===== src/rtl/sd_write.sv =====
// rtl/sd_write.sv - SPI-mode SD single-block write (CMD24) engine
// Optional feature macro: SD_WRITE_TIMEOUT_EN bounds the R1, data-response and busy waits.
module sd_write (
    input  logic        SD_clk,
    input  logic        init,
    output logic        SD_cs,
    output logic        SD_datain,
    input  logic        SD_dataout,
    input  logic        start,
    input  logic [31:0] sec_addr,
    output logic        data_req,
    input  logic [15:0] wr_data,
    output logic        busy,
    output logic        done,
    output logic        err,
    output logic [3:0]  state_o
);

    typedef enum logic [3:0] {
        IDLE       = 4'd0,
        SEND_CMD   = 4'd1,
        WAIT_R1    = 4'd2,
        GAP        = 4'd3,
        SEND_TOKEN = 4'd4,
        SEND_DATA  = 4'd5,
        SEND_CRC   = 4'd6,
        WAIT_RESP  = 4'd7,
        WAIT_BUSY  = 4'd8,
        FINISH     = 4'd9
    } state_t;

    state_t      state_q;
    logic        cs_q, din_q, dreq_q, busy_q, done_q, err_q, rx_act_q;
    logic [47:0] sh_q;
    logic [5:0]  cnt_q;
    logic [7:0]  wcnt_q;
    logic [7:0]  rx_q;
    logic [7:0]  rx_d;
    logic [47:0] cmd_d;
`ifdef SD_WRITE_TIMEOUT_EN
    logic [21:0] tmo_q;
`endif

    assign rx_d  = {rx_q[6:0], SD_dataout};
    assign cmd_d = {8'h58, sec_addr, 8'hFF};

    assign SD_cs     = cs_q;
    assign SD_datain = din_q;
    assign data_req  = dreq_q;
    assign busy      = busy_q;
    assign done      = done_q;
    assign err       = err_q;
    assign state_o   = state_q;

    // Write sequencer: every output is registered and reflects the current state.
    always_ff @(posedge SD_clk or negedge init) begin
        if (!init) begin
            state_q  <= IDLE;
            cs_q     <= 1'b1;
            din_q    <= 1'b1;
            dreq_q   <= 1'b0;
            busy_q   <= 1'b0;
            done_q   <= 1'b0;
            err_q    <= 1'b0;
            rx_act_q <= 1'b0;
            sh_q     <= '0;
            cnt_q    <= '0;
            wcnt_q   <= '0;
            rx_q     <= '0;
`ifdef SD_WRITE_TIMEOUT_EN
            tmo_q    <= '0;
`endif
        end else begin
            dreq_q <= 1'b0;
            done_q <= 1'b0;
            err_q  <= 1'b0;
            case (state_q)
                IDLE: begin
                    cs_q  <= 1'b1;
                    din_q <= 1'b1;
                    if (start) begin
                        cs_q    <= 1'b0;
                        din_q   <= cmd_d[47];
                        sh_q    <= {cmd_d[46:0], 1'b0};
                        cnt_q   <= '0;
                        busy_q  <= 1'b1;
                        state_q <= SEND_CMD;
                    end
                end
                SEND_CMD: begin
                    if (cnt_q == 6'd47) begin
                        din_q    <= 1'b1;
                        cnt_q    <= '0;
                        rx_act_q <= 1'b0;
                        rx_q     <= '0;
`ifdef SD_WRITE_TIMEOUT_EN
                        tmo_q    <= '0;
`endif
                        state_q  <= WAIT_R1;
                    end else begin
                        din_q <= sh_q[47];
                        sh_q  <= {sh_q[46:0], 1'b0};
                        cnt_q <= cnt_q + 6'd1;
                    end
                end
                WAIT_R1: begin
                    if (rx_act_q) begin
                        rx_q  <= rx_d;
                        cnt_q <= cnt_q + 6'd1;
                        if (cnt_q == 6'd7) begin
                            rx_act_q <= 1'b0;
                            cnt_q    <= '0;
                            if (rx_d == 8'h00) begin
                                state_q <= GAP;
                            end else begin
                                err_q   <= 1'b1;
                                cs_q    <= 1'b1;
                                state_q <= FINISH;
                            end
                        end
                    end else if (!SD_dataout) begin
                        // The first zero is the R1 MSB, so it is already bit 1 of 8.
                        rx_act_q <= 1'b1;
                        rx_q     <= rx_d;
                        cnt_q    <= 6'd1;
                    end
`ifdef SD_WRITE_TIMEOUT_EN
                    else if (tmo_q == 22'd63) begin
                        err_q   <= 1'b1;
                        cs_q    <= 1'b1;
                        cnt_q   <= '0;
                        state_q <= FINISH;
                    end else begin
                        tmo_q <= tmo_q + 22'd1;
                    end
`endif
                end
                GAP: begin
                    din_q <= 1'b1;
                    if (cnt_q == 6'd7) begin
                        // Token 8'hFE: MSB driven now, remaining bits left in the shifter.
                        sh_q    <= {8'hFC, 40'h0};
                        cnt_q   <= '0;
                        state_q <= SEND_TOKEN;
                    end else begin
                        cnt_q <= cnt_q + 6'd1;
                    end
                end
                SEND_TOKEN: begin
                    if (cnt_q == 6'd5) dreq_q <= 1'b1;
                    if (cnt_q == 6'd7) begin
                        din_q   <= wr_data[15];
                        sh_q    <= {wr_data[14:0], 33'h0};
                        cnt_q   <= '0;
                        wcnt_q  <= '0;
                        state_q <= SEND_DATA;
                    end else begin
                        din_q <= sh_q[47];
                        sh_q  <= {sh_q[46:0], 1'b0};
                        cnt_q <= cnt_q + 6'd1;
                    end
                end
                SEND_DATA: begin
                    // Request the next word while bit 1 of the current one is on the wire.
                    if (cnt_q == 6'd13 && wcnt_q != 8'd255) dreq_q <= 1'b1;
                    if (cnt_q == 6'd15) begin
                        cnt_q <= '0;
                        if (wcnt_q == 8'd255) begin
                            din_q   <= 1'b1;
                            state_q <= SEND_CRC;
                        end else begin
                            wcnt_q <= wcnt_q + 8'd1;
                            din_q  <= wr_data[15];
                            sh_q   <= {wr_data[14:0], 33'h0};
                        end
                    end else begin
                        din_q <= sh_q[47];
                        sh_q  <= {sh_q[46:0], 1'b0};
                        cnt_q <= cnt_q + 6'd1;
                    end
                end
                SEND_CRC: begin
                    din_q <= 1'b1;
                    if (cnt_q == 6'd15) begin
                        cnt_q    <= '0;
                        rx_act_q <= 1'b0;
                        rx_q     <= '0;
`ifdef SD_WRITE_TIMEOUT_EN
                        tmo_q    <= '0;
`endif
                        state_q  <= WAIT_RESP;
                    end else begin
                        cnt_q <= cnt_q + 6'd1;
                    end
                end
                WAIT_RESP: begin
                    if (rx_act_q) begin
                        rx_q  <= rx_d;
                        cnt_q <= cnt_q + 6'd1;
                        if (cnt_q == 6'd4) begin
                            // Token is 0,s2,s1,s0,1; only status 010 means accepted.
                            rx_act_q <= 1'b0;
                            cnt_q    <= '0;
                            if (rx_d[3:1] == 3'b010) begin
`ifdef SD_WRITE_TIMEOUT_EN
                                tmo_q   <= '0;
`endif
                                state_q <= WAIT_BUSY;
                            end else begin
                                err_q   <= 1'b1;
                                cs_q    <= 1'b1;
                                state_q <= FINISH;
                            end
                        end
                    end else if (!SD_dataout) begin
                        rx_act_q <= 1'b1;
                        rx_q     <= rx_d;
                        cnt_q    <= 6'd1;
                    end
`ifdef SD_WRITE_TIMEOUT_EN
                    else if (tmo_q == 22'd63) begin
                        err_q   <= 1'b1;
                        cs_q    <= 1'b1;
                        cnt_q   <= '0;
                        state_q <= FINISH;
                    end else begin
                        tmo_q <= tmo_q + 22'd1;
                    end
`endif
                end
                WAIT_BUSY: begin
                    if (SD_dataout) begin
                        done_q  <= 1'b1;
                        cs_q    <= 1'b1;
                        cnt_q   <= '0;
                        state_q <= FINISH;
                    end
`ifdef SD_WRITE_TIMEOUT_EN
                    else if (tmo_q == 22'h3FFFFF) begin
                        err_q   <= 1'b1;
                        cs_q    <= 1'b1;
                        cnt_q   <= '0;
                        state_q <= FINISH;
                    end else begin
                        tmo_q <= tmo_q + 22'd1;
                    end
`endif
                end
                FINISH: begin
                    cs_q  <= 1'b1;
                    din_q <= 1'b1;
                    if (cnt_q == 6'd7) begin
                        busy_q  <= 1'b0;
                        cnt_q   <= '0;
                        state_q <= IDLE;
                    end else begin
                        cnt_q <= cnt_q + 6'd1;
                    end
                end
                default: begin
                    cs_q    <= 1'b1;
                    din_q   <= 1'b1;
                    busy_q  <= 1'b0;
                    cnt_q   <= '0;
                    state_q <= IDLE;
                end
            endcase
        end
    end

endmodule


===== config.mk =====
export PLATFORM = sky130hd
export DESIGN_NAME = sd_write
export DESIGN_NICKNAME = d
export VERILOG_FILES = /design/src/rtl/sd_write.sv
export SDC_FILE = /design/constraint.sdc
export NUM_CORES = 1
export LEC_CHECK = 0
export CAP_MARGIN = 10
export CORE_MARGIN = 3
export CORE_UTILIZATION = 50
export CTS_BUF_LIST = sky130_fd_sc_hd__clkbuf_4 sky130_fd_sc_hd__clkbuf_8 sky130_fd_sc_hd__clkbuf_16
export DETAILED_ROUTE_END_ITERATION = 10
export PLACE_DENSITY = 0.75
export SYNTH_ARGS = -nofsm -noshare
export SYNTH_HDL_FRONTEND = slang
export SYNTH_SLANG_ARGS = --single-unit

===== constraint.sdc =====
create_clock -name SD_clk -period 2.34 [get_ports SD_clk]
set_clock_uncertainty 0.15 [all_clocks]
set_input_delay 0.585 -clock SD_clk [delete_from_list [all_inputs] [get_ports SD_clk]]
set_output_delay 0.585 -clock SD_clk [all_outputs]
set_load 0.01 [all_outputs]

==> run metrics <==
initial antenna violation count=0; Avg Vias per Cell=6.20; Clock Path Buffers=2; Pwr Density=1360 nW/um^2; Core Footprint=8890 um^2; Crit-path slowest cell=or3b_4; Worst-Margin Slew=approximately 0.7 ns; Worst setup SP type=register; RSZ-0062 raised after global routing=true; global-route wire length before repair=19.8 mm; Post-Route WL=13.7 mm; post-route ant nets=0; Via Count=4303; Pre-antenna DRT Iters=6; Num CTS Buffers=9; DP HPWL=8.57 mm; largest area contributor in the netlist=dfrtp_1; drt first-iter violations=425; number of synthesis warnings=0; Starting Density=52.4%; async set-reset flop share out of synthesis=between 90% and 100%; period utilization=105%; I/O pin cnt=62; # fillers=599; HP Class=register to register; # rows=34; outcome=finished, violations left; achievable clock frequency=approximately 0.4 GHz; total power=8.97 mW; total track usage=23.8%; H-tree levels=3; WS Path Type=register to register; Req. time, crit path=between 2 and 2.5 ns; failing checks=negative setup slack; Worst slew margin=54.2%; clock sink count=slightly below 80; total inserted antenna cells=0; Mapped Area=4660 um^2; root buffer cell=clkbuf_8; Netlist cell types=74; WL per Instance=19.8 um; number of synthesized flops with an enable pin=0; Syn Inst Count=450; largest net degree at the start of global routing=47; Final #Nets=637; max_cap viols=0; Largest stage delay, worst path=0.47 ns; DRC viols=0; pre-CTS setup slack=-0.225 ns; Top delay family on crit path=simple AND/OR/NAND/NOR gates; Final setup viols=57; final slew viol count=0; post-synthesis register bit count=79; worst-skew pair later-pin latency=0.36 ns; CP arrival=2.59 ns; CP bufs+invs=2; Die Y=103 um; Main synth FF type=dfrtp_1; synthesized area per cell=10.3 um^2; Die ar.=between 10000 and 15000 um^2; register area share after synthesis=42.5%; Tmin final=2.46 ns; TritonCTS clock tree=done; CP endpoint kind=register; crit path cell chain=ha_4 > or3b_4 > buf_6 > nor3b_4 > buf_4 > a21oi_4 > or4_4 > a21oi_2; Hold Vio Cnt, Final=0; top post-synthesis cells by area=dfrtp_1 41%, mux2i_1 4.7%, a22o_1 4.7%; vias in the first global route=4039; area grow syn2layout=42.0%; Congestion Overflow GR=0; peak supply drop=0.000738 V; width of the die=103 um; area share of the largest cell type after synthesis=41.4%; Final WS setup=-0.115 ns; post-synth net total=506; fraction of layout cells with a size suffix above 1=between 30% and 40%; IO buf count=61; routability cong.=slightly above 0.9; crit path max fanout=8; Clock Pin Slew Worst Setup and Hold Paths=about 0.08 ns; Pleak=a little under 3 nW
==> state kept, by name, summed over array words and instances (netlist names), 4 cells and up <==
signal and count:
sh_q 47, wcnt_q 8, rx_q 7, cnt_q 6, state_o 4
==> layout make-up <==
class | instances | area [um^2] | area share (%)
Sequential cell | 79 | 1980 | 30.0
Tap cell | 108 | 135 | 2.04
Inverter | 34 | 128 | 1.93
Clock buffer | 10 | 138 | 2.08
Multi-Input combinational cell | 306 | 2680 | 40.5
Clock inverter | 6 | 53.8 | 0.813
Timing Repair Buffer | 151 | 1500 | 22.7
==> synth_stat cells (3+ instances only) <==
| master | number |
|---|---|
| mux2i_1 | 22 |
| nand2_1 | 33 |
| o21ai_1 | 3 |
| o211ai_1 | 7 |
| a31oi_1 | 4 |
| xor2_1 | 3 |
| nor2_1 | 13 |
| or4_1 | 6 |
| or2_2 | 3 |
| inv_1 | 34 |
| nand3_1 | 13 |
| o21ai_0 | 16 |
| mux2_2 | 16 |
| ha_1 | 4 |
| nor4_1 | 3 |
| nor2b_1 | 5 |
| a221o_1 | 6 |
| mux2_4 | 14 |
| clkbuf_1 | 13 |
| buf_2 | 11 |
| o31ai_1 | 7 |
| o22ai_1 | 3 |
| a21oi_1 | 27 |
| or3_1 | 3 |
| buf_6 | 6 |
| nor3_1 | 3 |
| nand4_1 | 4 |
| and3_1 | 5 |
| a22o_1 | 25 |
| dfrtp_1 | 77 |
| a222oi_1 | 9 |
==> report_power, final <==
group | switching (mW) | internal, mW | leakage [nW]
Combinational | 2.61 | 3.14 | 1.88
Sequential | 0.342 | 1.89 | 0.985
Clock | 0.551 | 0.431 | 0.0950
==> path summary, 6_finish.rpt <==
| path | start | endpoint | slack [ns] | cells past startpoint |
|---|---|---|---|---|
| max | cnt_q[1]$_DFFE_PN0P_ | wcnt_q[6]$_DFFE_PN0P_ | -0.12 | 8 |
| min | SD_cs$_DFFE_PN1P_ | SD_cs$_DFFE_PN1P_ | 0.33 | 2 |
| max reg2reg | cnt_q[1]$_DFFE_PN0P_ | wcnt_q[6]$_DFFE_PN0P_ | -0.12 | 8 |
| min reg2reg | SD_cs$_DFFE_PN1P_ | SD_cs$_DFFE_PN1P_ | 0.33 | 2 |
| max in group asynchronous | init | SD_cs$_DFFE_PN1P_ | 0.98 | 3 |
| min in group asynchronous | init | data_req$_DFF_PN0_ | 0.49 | 2 |
==> worst register-to-register path, cell delays in order, from the launching register on <==
cell	delay [ns]
dfrtp_1	0.40
ha_4	0.14
or3b_4	0.47
buf_6	0.16
nor3b_4	0.28
buf_4	0.18
a21oi_4	0.04
or4_4	0.42
a21oi_2	0.13
==> layout by cell type (no fill, tap or decap), types with 3 or more instances in the layout <==
cell type	instances
a21oi_1	20
a21oi_2	6
a21oi_4	3
a221o_1	6
a222oi_1	9
a22o_1	25
a31oi_1	4
and3_1	5
buf_12	8
buf_4	67
buf_6	8
buf_8	4
clkbuf_16	3
clkbuf_8	10
clkdlybuf4s50_1	60
clkinv_4	3
dfrtp_1	73
dfrtp_2	4
ha_1	3
inv_1	34
mux2_4	31
mux2i_1	21
nand2_1	33
nand3_1	13
nand4_1	4
nor2_1	12
nor2b_1	5
o211ai_1	7
o21ai_0	12
o21ai_1	3
o21ai_2	4
o31ai_1	4
or2_2	3
or4_1	3
or4_4	3
xor2_1	3
==> routing by layer <==
layer	vias up	wire length [um]	global-route usage, %
met5	-	0	0
met4	0	241	6.16
met3	27	850	3.11
met2	188	6630	38.2
met1	2141	6030	34.1
li1	1947	-	-
==> through the flow <==
stage	setup TNS (ns)	area, um^2	instances	utilization (%)	hold WS (ns)
after detailed placement	-6.70	5800	652	65.2	0.319
after floorplan	-1.52	4680	450	-	0.139
after global routing	-7.75	6610	694	74.4	0.367
final	-3.64	6610	694	74.4	0.335
after global placement	-4.98	5800	652	65.2	0.308
after CTS	-1.98	6270	684	70.6	0.338
==> cell families (layout without fill, tap and decap cells) <==
family | after synthesis | count (layout) | synth area share [%]
AOI/OAI and AO/OA | 129 | 130 | 21.0
xor gates and xnor gates | 5 | 5 | 0.941
adders and majority gates | 4 | 4 | 1.07
buffers and inverters | 66 | 201 | 6.66
DFF | 79 | 79 | 42.5
muxes | 53 | 53 | 13.4
and+or+nand+nor | 114 | 114 | 14.5
==> repair_timing <==
item	4_1_cts	5_1_grt
gates resized for setup	30	51
setup buffers	14	7
endpoints found under the hold margin	14	0
setup endpoints to repair	58	73
pin swaps	11	11
cloned	1	4
hold buffers	1	0
Note: power is estimated with default switching activity, not from simulation.
